`src/rtl/ifu_fetch.sv`:
```
// Instruction fetch unit: owns the PC, issues one imem read per instruction and offers {pc, inst}
// to IF/ID. Optional retired-fetch counter is enabled by defining IFU_PERF_EN.
module ifu_fetch #(
    parameter logic [31:0] RESET_ADDR = 32'h8000_0000
) (
    input  logic        clk,
    input  logic        rst,
    output logic        imem_req_valid,
    input  logic        imem_req_ready,
    output logic [31:0] imem_req_addr,
    input  logic        imem_resp_valid,
    output logic        imem_resp_ready,
    input  logic [31:0] imem_resp_data,
    input  logic        redirect_valid,
    input  logic [31:0] redirect_pc,
    output logic        o_valid,
    input  logic        o_ready,
`ifdef IFU_PERF_EN
    output logic [31:0] perf_fetch_cnt,
`endif
    output logic [31:0] fetch_pc,
    output logic [31:0] fetch_inst
);

    localparam logic [31:0] INST_NOP  = 32'h0000_0013;
    localparam logic [31:0] WORD_MASK = 32'hFFFF_FFFC;

    typedef enum logic [1:0] {StReq, StWait, StHold} state_e;

    state_e      state_q;
    logic [31:0] pc_q;
    logic [31:0] inst_q;
    logic        kill_q;

    assign imem_req_valid  = !rst && (state_q == StReq);
    assign imem_resp_ready = !rst && (state_q == StWait);
    assign o_valid         = !rst && (state_q == StHold) && !redirect_valid;
    assign imem_req_addr   = pc_q;
    assign fetch_pc        = pc_q;
    assign fetch_inst      = inst_q;

    always_ff @(posedge clk) begin
        if (rst) begin
            state_q <= StReq;
            pc_q    <= RESET_ADDR & WORD_MASK;
            inst_q  <= INST_NOP;
            kill_q  <= 1'b0;
        end else if (redirect_valid) begin
            pc_q <= redirect_pc & WORD_MASK;
            unique case (state_q)
                StReq: begin
                    // Old-pc request still goes out; its response must be dropped.
                    if (imem_req_ready) begin
                        state_q <= StWait;
                        kill_q  <= 1'b1;
                    end
                end
                StWait: begin
                    if (imem_resp_valid) begin
                        state_q <= StReq;
                        kill_q  <= 1'b0;
                    end else begin
                        kill_q <= 1'b1;
                    end
                end
                StHold:  state_q <= StReq;
                default: state_q <= StReq;
            endcase
        end else begin
            unique case (state_q)
                StReq: begin
                    if (imem_req_ready) state_q <= StWait;
                end
                StWait: begin
                    if (imem_resp_valid) begin
                        if (kill_q) begin
                            kill_q  <= 1'b0;
                            state_q <= StReq;
                        end else begin
                            inst_q  <= imem_resp_data;
                            state_q <= StHold;
                        end
                    end
                end
                StHold: begin
                    if (o_ready) begin
                        pc_q    <= pc_q + 32'd4;
                        state_q <= StReq;
                    end
                end
                default: state_q <= StReq;
            endcase
        end
    end

`ifdef IFU_PERF_EN
    logic [31:0] perf_cnt_q;

    always_ff @(posedge clk) begin
        if (rst) begin
            perf_cnt_q <= 32'd0;
        end else if (o_valid && o_ready) begin
            perf_cnt_q <= perf_cnt_q + 32'd1;
        end
    end

    assign perf_fetch_cnt = perf_cnt_q;
`endif

endmodule

```
`config.mk`:
```
export PLATFORM = sky130hd
export DESIGN_NAME = ifu_fetch
export DESIGN_NICKNAME = d
export VERILOG_FILES = /design/src/rtl/ifu_fetch.sv
export SDC_FILE = /design/constraint.sdc
export NUM_CORES = 1
export LEC_CHECK = 0
export BUFFER_PORTS_ARGS = -buffer_cell sky130_fd_sc_hd__buf_4
export CORE_ASPECT_RATIO = 1.5
export CORE_MARGIN = 8
export CORE_UTILIZATION = 45
export DETAILED_ROUTE_END_ITERATION = 6
export GPL_ROUTABILITY_DRIVEN = 0
export MAX_ROUTING_LAYER = met4
export PLACE_DENSITY = 0.8
export SYNTH_ARGS = -nofsm -noshare
export SYNTH_HDL_FRONTEND = slang
export SYNTH_SLANG_ARGS = --single-unit
```
`constraint.sdc`:
```
create_clock -name clk -period 2.3 [get_ports clk]
set_input_delay 0 -clock clk [delete_from_list [all_inputs] [get_ports clk]]
set_output_delay 0 -clock clk [all_outputs]
set_load 0.01 [all_outputs]
```
==> results.yml, run 1 <==
floorplanning:
  core-area_um2: 7130
  dieArea_um2: 10300
  start_util: 0.460
  die_x_um: 85.7
  pin_count: 169
  die_y_um: 121
  num_rows: 38
clock_tree:
  cts_tree: "built"
  cts_max_path_buffers: 2
  clk_latency_ns: 0.34
  cts-root-buf: "clkbuf_8"
  cts_max_level: 3
  cts_made_buffers: 9
  clkTransAtPathRegs_ns: 0.07
  hold_buffers: 64
  cts_resized: 0
  clock-sinks: 65
  post-cts-setup-buffers: 0
global_route:
  grt_overflow: 0
  grtUsageMet1: 0.235
  grt_usage: 0.238
  grt_pass1_wl_mm: 19.1
  grt_antenna_before_repair: 3
  grt_max_degree: 36
  grt_pass1_vias: 3908
  use_met2: 0.418
  grt_busiest_layer: "met2"
  use_met3: 0.0550
pwr:
  leakagePower_uw: 0.00225
  vdd_drop_max_v: 0.000503
  finalPower_uw: 2850
  p_per_area_nw_per_um2: 541
layout:
  regArea_um2: 1300
  areaGrowthSynthToFinish_pct: 60.4
  fillers: 530
  multi_input_area_um2: 1590
  final_cells: 698
  layout.nets: 682
  layout-drive-gt1-share: 0.330
worst_hold_path:
  holdCritStartpoint: "redirect_pc[31]"
  hold_path.class: "in -> reg"
  hold_depth: 4
synthesis:
  yosysWarnings: 0
  async_flop_share: 0
  synthCells: 414
  syn_avg_cell_area_um2: 7.92
  synth.top_cell.area_share: 0.397
  synth-xor-area-share: 0.0214
  synth_compound_area_frac: 0.178
  synth_area_um2: 3280
  synth_adder_area_share: 0.00382
  synth_seq_cells: 65
  muxShareOfSynthArea: 0.00344
  synth_flop_cell: "dfxtp_1"
  synth_edf_count: 0
  yosys-top-cells-area: "dfxtp_1 40%, nand2_1 9.3%, buf_4 7.8%"
  ys_seq_area_frac: 0.397
  yosys.area_share.simple: 0.273
  synth_top_family_by_area: "simple AND/OR/NAND/NOR gates"
  yosys.area.top_type: "dfxtp_1"
  netlist-cell-type-count: 49
timing:
  finalCritPeriodShare: 0.932
  rsz0062_at_grt: "false"
  relSlewSlack: 0.473
  fmax_mhz: 467
  setup_tns_ns: 0
  tightestPinTransition_ns: 0.790
  skew_ns: 0.00686
  hold-worst-slack_ns: 0.0459
  finalCriticalPeriod_ns: 2.14
  hold_viol: 0
  setup_viol: 0
  slew_viol_final: 0
worst_setup_path:
  cp.depth: 4
  cp.required_ns: 2.56
  cp_slowest_cell: "or4_4"
  start_kind: "register"
  end_kind: "register"
  cp_cell_sequence: "nand4_2 -> or4_4 -> or4_1 -> a311oi_1"
  max_stage_delay_ns: 0.63
  timing.rr.start: "fetch_pc[7]"
  cp_max_fo: 8
  worstPathArrival_ns: 2.40
  critPathTopFamily: "simple AND/OR/NAND/NOR gates"
  startpoint: "fetch_pc[7]"
  crit_type: "reg -> reg"
  path_buf_inv: 0
  reg2regPathDepth: 4
placed_design:
  dp_cells: 616
  numPortBuffers: 162
  dpl.hpwl_mm: 8.23
routing:
  vias: 3844
  ant_nets: 0
  viasPerCell: 5.51
  drc: 0
  routedWlPerCell_um: 17.5
  wl_mm: 12.2
  drt_pass1_iterations: 5
  drt_iter0_drc: 246
job:
  cap_violations: 0
outcome:
  status: "finished, final reports clean"
==> placed cells by master, fill, tap and decap left out, types with 6 or more instances in the layout <==
cell,netlist,final
buf_4,34,178
a311oi_1,6,6
nand3_1,15,15
nor2_1,15,15
a21oi_1,37,37
and4_1,6,6
nand2_1,81,81
clkbuf_8,0,13
nor3_1,13,12
nand4_1,8,8
a211oi_1,8,8
xnor2_1,8,8
dlygate4sd3_1,0,64
o21ai_0,14,14
dfxtp_1,65,65
inv_1,12,12
==> worst paths after layout <==
check                    to  slack (ns)
max            fetch_pc[24]        0.16
min            fetch_pc[31]        0.05
max reg2reg    fetch_pc[24]        0.16
min reg2reg  fetch_inst[14]        0.46
==> state kept, by name, indices dropped and copies added (netlist names) <==
name / count
fetch_inst: 32
fetch_pc: 30
kill_q: 1
state_q: 2
==> tightest hold or removal path, delay by kind of cell <==
kind                   cells  cell delay, ns
buffers and inverters      1            0.08
AOI/OAI and AO/OA          2            0.24
and+or+nand+nor            1            0.03
==> power breakdown <==
part | total (uW) | internal [uW] | switching (uW)
clock network | 1040 | 612 | 429
registers | 1240 | 1180 | 61.9
logic | 565 | 320 | 245
total | 2850 | 2110 | 736
==> synth_stat cells (2+ instances only) <==
| cell | count |
|---|---|
| and3_1 | 5 |
| a211oi_1 | 8 |
| o211a_1 | 2 |
| or4_1 | 5 |
| clkbuf_1 | 22 |
| nand4_1 | 8 |
| inv_1 | 12 |
| buf_4 | 34 |
| or3_2 | 2 |
| o31ai_1 | 3 |
| a311oi_1 | 6 |
| nand2_1 | 81 |
| nor4_1 | 5 |
| o2111a_1 | 2 |
| nor4b_1 | 2 |
| nor3_1 | 13 |
| nand3_1 | 15 |
| a31oi_1 | 2 |
| a32oi_1 | 2 |
| nor2b_1 | 2 |
| and4_1 | 6 |
| or3_1 | 4 |
| dfxtp_1 | 65 |
| buf_1 | 3 |
| a2111oi_0 | 2 |
| nor2_1 | 15 |
| o31a_1 | 2 |
| nand3b_1 | 4 |
| a311o_1 | 2 |
| xnor2_1 | 8 |
| a21oi_1 | 37 |
| o21ai_0 | 14 |
| a221oi_1 | 3 |
| nand4b_1 | 3 |
==> through the flow <==
stage                     setup slack, ns   util  area, um2
after floorplan                     0.169      -       3290
after global placement              0.236  0.616       4400
after detailed placement            0.162  0.616       4400
after CTS                           0.156  0.736       5250
after global routing               0.0304  0.737       5260
final                               0.157  0.737       5260
==> per-layer routing <==
metal  vias to the layer above  share of wire
li1                       1834              -
met1                      1802           0.36
met2                       172           0.54
met3                        36          0.065
met4                         0          0.036
met5                         -              0
==> cell families (layout without fill, tap and decap cells) <==
| family | count (synthesis) | count (layout) |
|---|---|---|
| compound gates | 89 | 89 |
| xor+xnor | 8 | 8 |
| fa+ha+maj | 1 | 1 |
| buf+inv | 72 | 270 |
| flops | 65 | 65 |
| mux | 1 | 1 |
| other cells | 1 | 7 |
| simple gates | 177 | 177 |
==> final cells by class <==
class | count | area share
antenna | 3 | 0.00143
clock buffer | 13 | 0.0340
inverter | 12 | 0.00857
tap | 80 | 0.0190
clock inverter | 2 | 0.00666
multi-input combinational | 280 | 0.303
sequential | 65 | 0.247
timing repair buffer | 243 | 0.380
No activity file was read; power rests on OpenSTA's default activity.
==> run 2: changes to the inputs <==
Settings changed: ABC_AREA from default to 1, CORE_MARGIN 8 to 2, PLACE_DENSITY 0.8 to 0.77.
==> results.yml, run 2 <==
routing:
  vias: 4476
  routedWlPerCell_um: 14.4
  wl_mm: 12.5
  drt_pass1_iterations: 5
  drt_iter0_drc: 329
  drc: 0
  viasPerCell: 5.16
  ant_nets: 0
synthesis:
  synthCells: 585
  synth.top_cell.area_share: 0.348
  yosysWarnings: 0
  netlist-cell-type-count: 29
  synth_seq_cells: 65
  ys_seq_area_frac: 0.348
  yosys-top-cells-area: "dfxtp_1 35%, nand2_1 13%, nor2_1 12%"
  yosysMostFrequentCell: "nand2_1"
  synth_area_um2: 3740
  synth_flop_cell: "dfxtp_1"
  syn_avg_cell_area_um2: 6.40
  yosys.area.top_type: "dfxtp_1"
  async_flop_share: 0
  synth_edf_count: 0
  synth_commonest_cells: "125 x nand2_1, 121 x nor2_1, 65 x dfxtp_1, 49 x nand3_1"
floorplanning:
  num_rows: 40
  start_util: 0.464
  die_x_um: 78.4
  core-area_um2: 8060
  dieArea_um2: 9070
  die_y_um: 116
  pin_count: 169
global_route:
  grt_overflow: 0
  grt_max_degree: 35
  grt_antenna_before_repair: 0
  grt_pass1_vias: 4329
  grt_usage: 0.282
  grt_pass1_wl_mm: 19.8
layout:
  areaGrowthSynthToFinish_pct: 48.3
  fillers: 650
  final_cell_mix: "166 x buf_4, 125 x nand2_1, 121 x nor2_1"
  layout-drive-gt1-share: 0.272
  layout.nets: 828
  largest_reg_flops: 32
  diodes: 0
  final_common_cell: "buf_4"
placed_design:
  numPortBuffers: 162
  dpl.hpwl_mm: 8.34
timing:
  hold_viol: 0
  hold-worst-slack_ns: 0.00797
  setup_tns_ns: 0
  finalCriticalPeriod_ns: 1.68
  finalCritPeriodShare: 0.730
  rsz0062_at_grt: "false"
  skew_ns: 0.00362
  tightestPinTransition_ns: 0.538
  slew_viol_final: 0
  relSlewSlack: 0.641
  fmax_mhz: 595
  setup_viol: 0
pwr:
  swShare: 0.273
  seqPwrFrac: 0.394
  clockPowerShare: 0.427
  vdd_drop_max_v: 0.000474
  finalPower_uw: 3200
  pwr-share-comb: 0.179
  switchingPower_uw: 873
  leakagePower_uw: 0.00245
  p_per_area_nw_per_um2: 576
  p_int_uw: 2320
clock_tree:
  post-cts-setup-buffers: 0
  cts_made_buffers: 9
  cts-root-buf: "clkbuf_16"
  clk_latency_ns: 0.33
  cts_max_level: 3
  cts_max_path_buffers: 2
  clkTransAtPathRegs_ns: 0.06
  clock-sinks: 65
  cts_tree: "built"
worst_setup_path:
  end_kind: "register"
  crit_type: "reg -> reg"
  cp.required_ns: 2.52
  start_kind: "register"
  worstPathArrival_ns: 1.90
  cp_max_fo: 6
job:
  cap_violations: 0
outcome:
  status: "finished, final reports clean"
worst_hold_path:
  hold_path.class: "in -> reg"
## run 2: path summary, 6_finish.rpt
| check | from | to | slack [ns] | cells past startpoint |
|---|---|---|---|---|
| worst max-delay path | fetch_pc[3] | fetch_pc[16] | 0.62 | 8 |
| worst min-delay path | redirect_pc[14] | fetch_pc[14] | 0.008 | 5 |
| worst max register to register | fetch_pc[3] | fetch_pc[16] | 0.62 | 8 |
| worst min register to register | kill_q | kill_q | 0.47 | 2 |
## run 2: what timing repair did
item / 4_1_cts / 5_1_grt
hold buffers: 49 / 0
resized for setup: 0 / 0
setup endpoints to repair: 0 / 0
hold endpoints to repair: 49 / 0
## run 2: area by class of cell
| type | count | area, um2 | share of cell area |
|---|---|---|---|
| Inverter | 47 | 176 | 0.0318 |
| Sequential cell | 65 | 1300 | 0.235 |
| Tap cell | 105 | 131 | 0.0237 |
| Clock inverter | 7 | 71.3 | 0.0129 |
| Clock buffer | 9 | 225 | 0.0406 |
| Timing Repair Buffer | 215 | 1740 | 0.313 |
| Multi-Input combinational cell | 419 | 1900 | 0.343 |
## run 2: per-layer routing
metal  global-route usage  vias to the layer above  part of all wire  routed length [um]
met5                    -                        -                 0                   0
met4                0.105                        0             0.024                 303
met3               0.0460                       32             0.062                 779
met2                0.516                      206              0.53                6630
met1                0.303                     2047              0.38                4750
li1                     -                     2191                 -                   -
## run 2: through the flow
| stage | std cells | utilization | setup slack (ns) | instance area (um2) |
|---|---|---|---|---|
| final | 867 | 0.688 | 0.620 | 5550 |
| after global routing | 867 | 0.688 | 0.470 | 5550 |
| after CTS | 867 | 0.688 | 0.619 | 5550 |
| after detailed placement | 802 | 0.591 | 0.650 | 4760 |
| after global placement | 802 | 0.591 | 0.700 | 4760 |
| after floorplan | 588 | - | 0.825 | 3750 |
## run 2: cells by family after synthesis
logic type | Yosys count | share of synthesized area
other | 1 | 0.00100
and+or+nand+nor | 334 | 0.385
DFF | 65 | 0.348
AOI/OAI and AO/OA | 80 | 0.117
buffers and inverters | 104 | 0.146
adders and majority gates | 1 | 0.00334
## run 2: power groups by stage
stage          clock network (uW)  logic (uW)  registers (uW)
3_3_place_gp                    0         482            1280
4_1_cts                      1370         560            1260
2_1_floorplan                   0         258            1290
6_report                     1360         572            1260
3_5_place_dp                    0         492            1280
5_1_grt                      1420         623            1270
## run 2: worst max-delay path, cell delays in order, from the launching register on
cell     delay, ns
dfxtp_1       0.42
ha_1          0.25
nand3_1       0.17
nor2_1        0.27
nand3_1       0.13
nand2_1       0.08
nand3_1       0.06
o21ai_0       0.10
a21oi_1       0.08
